$ cat src/rtl/uart_rx_if.sv
// Byte-stream output bundle of the UART receiver.
// UART_RX_FRAME_ERR_EN adds the frame_err strobe.
interface uart_rx_if;
    logic [7:0] axiid;
    logic       axiiv;
`ifdef UART_RX_FRAME_ERR_EN
    logic       frame_err;

    modport master (output axiid, output axiiv, output frame_err);
    modport slave  (input axiid, input axiiv, input frame_err);
`else
    modport master (output axiid, output axiiv);
    modport slave  (input axiid, input axiiv);
`endif
endinterface

$ cat src/rtl/uart_rx.sv
// 8N1 UART receiver with mid-bit sampling and a 2-flop input synchroniser.
// Optional UART_RX_FRAME_ERR_EN adds a frame_err strobe on a bad stop bit.
module uart_rx #(
    parameter int CLOCKS_PER_BAUD = 868
) (
    input  logic      clk,
    input  logic      rst,
    input  logic      rx,
    uart_rx_if.master bus
);
    localparam int CW = $clog2(CLOCKS_PER_BAUD) + 1;
    localparam logic [CW-1:0] FULL = CW'(CLOCKS_PER_BAUD);
    localparam logic [CW-1:0] HALF = CW'(CLOCKS_PER_BAUD / 2);
    localparam logic [CW-1:0] ONE  = CW'(1);

    typedef enum logic [2:0] {
        IDLE,
        START,
        DATA,
        STOP,
        BRK
    } state_t;

    state_t        state_q;
    logic [CW-1:0] cnt_q;
    logic [2:0]    bit_q;
    logic [7:0]    shift_q;
    logic [7:0]    axiid_q;
    logic          axiiv_q;
    logic          sync1_q;
    logic          rx_s;
`ifdef UART_RX_FRAME_ERR_EN
    logic          ferr_q;
`endif

    // Two-flop synchroniser; resets to the idle-high line level.
    always_ff @(posedge clk or negedge rst) begin
        if (!rst) begin
            sync1_q <= 1'b1;
            rx_s    <= 1'b1;
        end else begin
            sync1_q <= rx;
            rx_s    <= sync1_q;
        end
    end

    // Frame state machine: counter restarts at each sample point.
    always_ff @(posedge clk or negedge rst) begin
        if (!rst) begin
            state_q <= IDLE;
            cnt_q   <= '0;
            bit_q   <= '0;
            shift_q <= '0;
            axiid_q <= '0;
            axiiv_q <= 1'b0;
`ifdef UART_RX_FRAME_ERR_EN
            ferr_q  <= 1'b0;
`endif
        end else begin
            axiiv_q <= 1'b0;
`ifdef UART_RX_FRAME_ERR_EN
            ferr_q  <= 1'b0;
`endif
            unique case (state_q)
                IDLE: begin
                    if (!rx_s) begin
                        cnt_q   <= ONE;
                        state_q <= START;
                    end
                end
                START: begin
                    if (cnt_q == HALF) begin
                        cnt_q   <= ONE;
                        bit_q   <= '0;
                        state_q <= rx_s ? IDLE : DATA;
                    end else begin
                        cnt_q <= cnt_q + ONE;
                    end
                end
                DATA: begin
                    if (cnt_q == FULL) begin
                        cnt_q   <= ONE;
                        shift_q <= {rx_s, shift_q[7:1]};
                        bit_q   <= bit_q + 3'd1;
                        if (bit_q == 3'd7) begin
                            state_q <= STOP;
                        end
                    end else begin
                        cnt_q <= cnt_q + ONE;
                    end
                end
                STOP: begin
                    if (cnt_q == FULL) begin
                        cnt_q <= '0;
                        if (rx_s) begin
                            axiid_q <= shift_q;
                            axiiv_q <= 1'b1;
                            state_q <= IDLE;
                        end else begin
`ifdef UART_RX_FRAME_ERR_EN
                            ferr_q  <= 1'b1;
`endif
                            state_q <= BRK;
                        end
                    end else begin
                        cnt_q <= cnt_q + ONE;
                    end
                end
                BRK: begin
                    if (rx_s) begin
                        state_q <= IDLE;
                    end
                end
                default: begin
                    state_q <= IDLE;
                end
            endcase
        end
    end

    assign bus.axiid = axiid_q;
    assign bus.axiiv = axiiv_q;
`ifdef UART_RX_FRAME_ERR_EN
    assign bus.frame_err = ferr_q;
`endif

endmodule
$ cat src/flat_wrapper.sv
// flat-port wrapper written by rule: the top's interface ports become plain ports
module uart_rx_flat 
#(
    parameter int CLOCKS_PER_BAUD = 868
)
  (clk, rst, rx, bus_axiid, bus_axiiv);
  uart_rx_if bus_i ();
  input  logic clk;
  input  logic rst;
  input  logic rx;
  output wire logic [$bits(bus_i.axiid)-1:0] bus_axiid;
  output wire logic [$bits(bus_i.axiiv)-1:0] bus_axiiv;
  assign bus_axiid = bus_i.axiid;
  assign bus_axiiv = bus_i.axiiv;
  uart_rx #(.CLOCKS_PER_BAUD(CLOCKS_PER_BAUD)) u_core (.clk(clk), .rst(rst), .rx(rx), .bus(bus_i));
endmodule
$ cat config.mk
export PLATFORM = sky130hd
export DESIGN_NAME = uart_rx_flat
export DESIGN_NICKNAME = d
export VERILOG_FILES = /design/src/rtl/uart_rx_if.sv /design/src/rtl/uart_rx.sv /design/src/flat_wrapper.sv
export SDC_FILE = /design/constraint.sdc
export NUM_CORES = 1
export LEC_CHECK = 0
export ABC_CLOCK_PERIOD_IN_PS = 4400
export CAP_MARGIN = 20
export CORE_MARGIN = 2
export CORE_UTILIZATION = 60
export DETAILED_ROUTE_END_ITERATION = 6
export PLACE_DENSITY = 0.79
export SETUP_SLACK_MARGIN = 0.5
export SLEW_MARGIN = 25
export SYNTH_ARGS = -nofsm -noshare
export SYNTH_HDL_FRONTEND = slang
export SYNTH_SLANG_ARGS = --single-unit
$ cat constraint.sdc
create_clock -name clk -period 4.4 [get_ports clk]
set_input_delay 0.66 -clock clk [delete_from_list [all_inputs] [get_ports clk]]
set_output_delay 0.66 -clock clk [all_outputs]
set_load 0.03 [all_outputs]
## Yosys cells after proc, flatten, opt, wreduce, memory -nomap -nowiden

Cells that the tools add are included.
W data, S select, Z words.

| word-level totals | value |
|---|---|
| register bits | 36 |
| bits of input ports | 3 |
| word-level logic and storage cells | 51 |
| output and inout bits | 9 |

| cells by class | value |
|---|---|
| mux-type cells | 20 |
| $add $sub $neg | 2 |
| equality and inequality tests | 13 |
| reductions and logical operators | 8 |

Operators by type and width:

| cell | count |
|---|---|
| $mux W11 | 4 |
| $pmux W11 S4 | 1 |
| $mux W3 | 9 |
| $pmux W3 S5 | 1 |
| $add A11 B1 Y11 const B | 1 |
| $eq A11 B10 Y1 const B | 1 |
| $eq A11 B9 Y1 const B | 1 |
| $ne A2 B1 Y1 const B | 5 |
| $eq A3 B2 Y1 const B | 2 |
| $eq A3 B3 Y1 const B | 2 |
| $pmux W3 S2 | 1 |
| $reduce_and A3 Y1 | 2 |
| $reduce_and A6 Y1 | 1 |
| $reduce_and A2 Y1 | 2 |
| $reduce_bool A4 Y1 | 1 |
| $add A3 B1 Y3 const B | 1 |
| $eq A3 B1 Y1 const B | 1 |
| $logic_not A3 Y1 | 1 |
| $mux W1 | 3 |
| $mux W2 | 1 |
| $ne A2 B2 Y1 const B | 1 |
| $reduce_bool A2 Y1 | 1 |

## Longest topological paths before layout

| depth | value |
|---|---|
| depth after elaboration | 4 |
| gate-level depth with buffers | 8 |
| gate-level depth less buffers | 6 |

## Worst setup path before layout

No wires, ideal clock.

| path | value |
|---|---|
| kind | register to register |
| start | register u_core.cnt_q[0] |
| end | register u_core.shift_q[0] |
| path slack | 2.491 ns |
| period minus slack after synthesis | 1.909 ns |
| required time | 4.275 ns |
| cell stages (with the launch flop) | 9 |
| arrival | 1.784 ns |
| path through | dfrtp_1 -> inv_1 -> ha_1 -> and2_1 -> buf_2 -> nand3_4 -> or3_1 -> buf_6 -> mux2_4 |

| on the way | value |
|---|---|
| cells in the longest elaborated chain, start to end | 2 |

RTL lines:

| element | line | text |
|---|---|---|
| start: declaration | uart_rx.sv:25 | `logic [CW-1:0] cnt_q;` |
| start signal: assignment | uart_rx.sv:77 | `cnt_q <= cnt_q + ONE;` |
| start signal: assignment | uart_rx.sv:89 | `cnt_q <= cnt_q + ONE;` |
| start signal: assignment | uart_rx.sv:106 | `cnt_q <= cnt_q + ONE;` |
| $eq A11 B10 Y1 | uart_rx.sv:81 | `if (cnt_q == FULL) begin` |
| $reduce_and A2 Y1 (no line) | - |  |
| end signal: assignment | uart_rx.sv:83 | `shift_q <= {rx_s, shift_q[7:1]};` |
| end: declaration | uart_rx.sv:27 | `logic [7:0] shift_q;` |

Every way passes these cells.
A chain may end at the register's enable or synchronous reset.

## Final worst setup path

| path | value |
|---|---|
| start | register u_core.cnt_q[0] |
| end | register u_core.cnt_q[6] |

| on the way | value |
|---|---|
| cells in the longest elaborated chain, start to end | 3 |
| elaborated cells on any way between the ends | 7 |
| those cells by class | 1 x add/sub; 2 x eq/ne; 4 x mux |

RTL lines:

| element | line | text |
|---|---|---|
| $add A11 B1 Y11 (tied with other cells) | uart_rx.sv:77, uart_rx.sv:89, uart_rx.sv:106 |  |
| $mux W11 (on tied branches) | uart_rx.sv:93, uart_rx.sv:72, uart_rx.sv:81 |  |
| $pmux W11 S4 (*) | uart_rx.sv:64 | `unique case (state_q)` |

Every way passes the cells marked *; elsewhere a longest branch is shown, timed or not.

==> run_results.csv <==
group,metric,value,unit
routing,ant_nets,0,
critical_path,crit_fanout,8,
sta,fin_crit_sh,51.4,%
cells_and_area,fillers,244,
routing,vias_per_cell,6.13,
power_and_ir_drop,clockPowerShare,39.4,%
power_and_ir_drop,powerDensity,268,mW/mm^2
power_and_ir_drop,pwr-share-seq,59.0,%
synthesis,syn_area_per_cell,10.9,um^2
sta,max_slew_margin,48.1,%
routing,wl_per_cell,15.4,um
clock_network,clock_path_buffers,2,
sta,hold_viol_final,0,
sta,finClkSkew,0.0132,ns
synthesis,synth_ff_type,"dfrtp_1",
synthesis,ys_seq_area_share,47.2,%
clock_network,cts_resized,0,
synthesis,ys_top_cells_by_area,"dfrtp_1 (44%), mux2_2 (6.5%), mux2_4 (5.5%)",
synthesis,synth.distinct_cells,46,
power_and_ir_drop,p_sw_share,19.8,%
place,place_congestion,0.909,
synthesis,async_flop_share,100,%
power_and_ir_drop,ir_worst_vdd,0.000247,V
synthesis,synth_most_common_cell,"dfrtp_1",
grt,grt_pass1_vias,1285,
synthesis,synth_top_area_cell,"dfrtp_1",
place,place_hpwl,2470,um
floorplanning,dieArea,0.00366,mm^2
synthesis,synth_edf_count,0,
cells_and_area,fin_nets,194,
clock_network,cts_buffers,5,
cells_and_area,drive_above_1_share,18.2,%
floorplanning,coreArea,0.00305,mm^2
cells_and_area,multi_input_area,927,um^2
sta,worstMarginPinSlew,0.774,ns
clock_network,cts_hold_buf,0,
critical_path,crit_arrival,2.46,ns
floorplanning,fp.dieH,60.5,um
clock_network,clk_pin_slew,0.10,ns
critical_path,crit_path_end_kind,"flop",
routing,drtIter0Drc,68,
cells_and_area,insertedDiodeCount,0,
routing,num_vias,1416,
sta,fin_tns_setup,0,ns
power_and_ir_drop,p_int,0.000454,W
power_and_ir_drop,leakagePower,0.925,nW
grt,antenna_found_initial,0,
synthesis,syn-cell-area,0.00191,mm^2
sta,fin_crit,2.26,ns
critical_path,crit_path_start_kind,"flop",
synthesis,yosysTopAreaCellShare,44.4,%
routing,drc,0,
flow_run,cap_violations,0,
floorplanning,io_pins,12,
grt,grt_max_degree,37,
place,io_buffers,11,
place,pre_cts_slack,2.21,ns
critical_path,crit_required,4.60,ns
sta,setup_slack,2.14,ns
synthesis,syn-instance-count,175,
sta,finalSetupViolCount,0,
cells_and_area,regArea,903,um^2
power_and_ir_drop,p_switching,0.000112,W
floorplanning,initial_utilization,62.7,%
grt,grt_pass1_wl,5910,um
clock_network,htreeDepth,2,
clock_network,root_buffer,"clkbuf_4",
floorplanning,die_x,60.5,um
synthesis,ys_ff_latch,36,
clock_network,cts_tree,"done",
run_status,status,"finished clean",
sta,slew_violations,0,
sta,max_freq,442,MHz
clock_network,insertion_delay,0.34,ns
routing,finalWirelength,3550,um
sta,timing.hold.ws,0.363,ns
power_and_ir_drop,p_total,0.000566,W
floorplanning,rows,20,
power_and_ir_drop,p_comb_share,1.6,%
cells_and_area,syn2layout_area_growth,10.4,%
critical_path,crit_type,"flop to flop",
clock_network,postCtsSetupRepairBufs,0,
synthesis,syn_nets,183,
synthesis,synth.yosys.warnings,0,
sta,rsz0062_at_grt,"no",
routing,firstDrtPassIters,4,
clock_network,numClockSinks,36,
grt,overflow,0,
grt,grt.total_usage,21.8,%
synthesis,synth.top_cells.by_count,"dfrtp_1 (34), nand2_1 (19), mux2_2 (11)",
hold_path,hp-class,"flop to flop",
-- flip-flops by register name (all words and copies together), names as in the netlist --
| signal | count |
|---|---|
| u_core.cnt_q | 11 |
| u_core.bus.axiid | 8 |
| u_core.shift_q | 8 |
| u_core.bit_q | 3 |
| u_core.state_q | 3 |
| u_core.bus.axiiv | 1 |
| u_core.rx_s | 1 |
| u_core.sync1_q | 1 |
-- critical path: stages, from the launching register on --
cell and delay, ns:
dfrtp_1 0.46, inv_1 0.09, ha_1 0.20, and4bb_1 0.25
a311oi_2 0.58, nor2_1 0.14, o311ai_0 0.42
-- cells in the final DEF (no fill, tap or decap), types with 3 or more instances in the layout --
| master | count |
|---|---|
| mux2_4 | 7 |
| o221ai_1 | 3 |
| nand3_1 | 6 |
| mux2_2 | 11 |
| clkbuf_4 | 5 |
| o211ai_1 | 8 |
| a21oi_1 | 4 |
| nand2_1 | 19 |
| nor2b_1 | 3 |
| clkdlybuf4s50_1 | 11 |
| inv_1 | 9 |
| o21ai_0 | 9 |
| ha_1 | 5 |
| nor2_1 | 8 |
| dfrtp_1 | 34 |
| a31oi_1 | 3 |
-- worst paths after layout --
check / from / slack [ns] / end / depth (start not counted)
max: u_core.cnt_q[0] / 2.14 / u_core.cnt_q[6] / 6
min: u_core.sync1_q / 0.36 / u_core.rx_s / 0
max reg2reg: u_core.cnt_q[0] / 2.14 / u_core.cnt_q[6] / 6
min reg2reg: u_core.sync1_q / 0.36 / u_core.rx_s / 0
max in group asynchronous: rst / 3.33 / u_core.sync1_q / 2
min in group asynchronous: rst / 0.72 / u_core.bit_q[2] / 2
-- stage by stage --
step	utilization (%)	area (um^2)	cells
2_1_floorplan	-	1910	175
3_3_place_gp	66.7	2040	223
6_report	69.2	2110	231
5_1_grt	69.2	2110	231
4_1_cts	69.2	2110	231
3_5_place_dp	66.7	2040	223
-- final cells by class --
type,count,share of cell area [%]
multi-input combinational,122,43.9
sequential,36,42.7
timing repair buffer,12,5.57
tap,44,2.61
clock buffer,6,1.95
clock inverter,2,1.66
inverter,9,1.60
-- metal layers --
layer | up-vias | global-route usage [%] | share of wire, %
li1 | 672 | - | -
met1 | 696 | 28.6 | 46
met2 | 40 | 35.6 | 48
met3 | 8 | 5.12 | 4.4
met4 | 0 | 8.39 | 2.0
met5 | - | 0 | 0
-- power groups by stage --
stage	sequential [W]	clock, W	combinational, W
6_report	0.000334	0.000223	0.00000898
3_3_place_gp	0.000340	0	0.00000934
4_1_cts	0.000334	0.000229	0.00000956
2_1_floorplan	0.000339	0	0.00000165
5_1_grt	0.000334	0.000243	0.0000106
3_5_place_dp	0.000340	0	0.00000956
-- logic make-up after synthesis --
logic type,count (synthesis),synth area share (%)
AO/OA/AOI/OAI,40,15.0
buffers and inverters,17,4.38
multiplexers,19,12.5
AND/OR/NAND/NOR,58,17.6
adder cells (fa/ha/maj),5,3.27
flip-flops,36,47.2
Note: power is estimated with default switching activity, not from simulation.
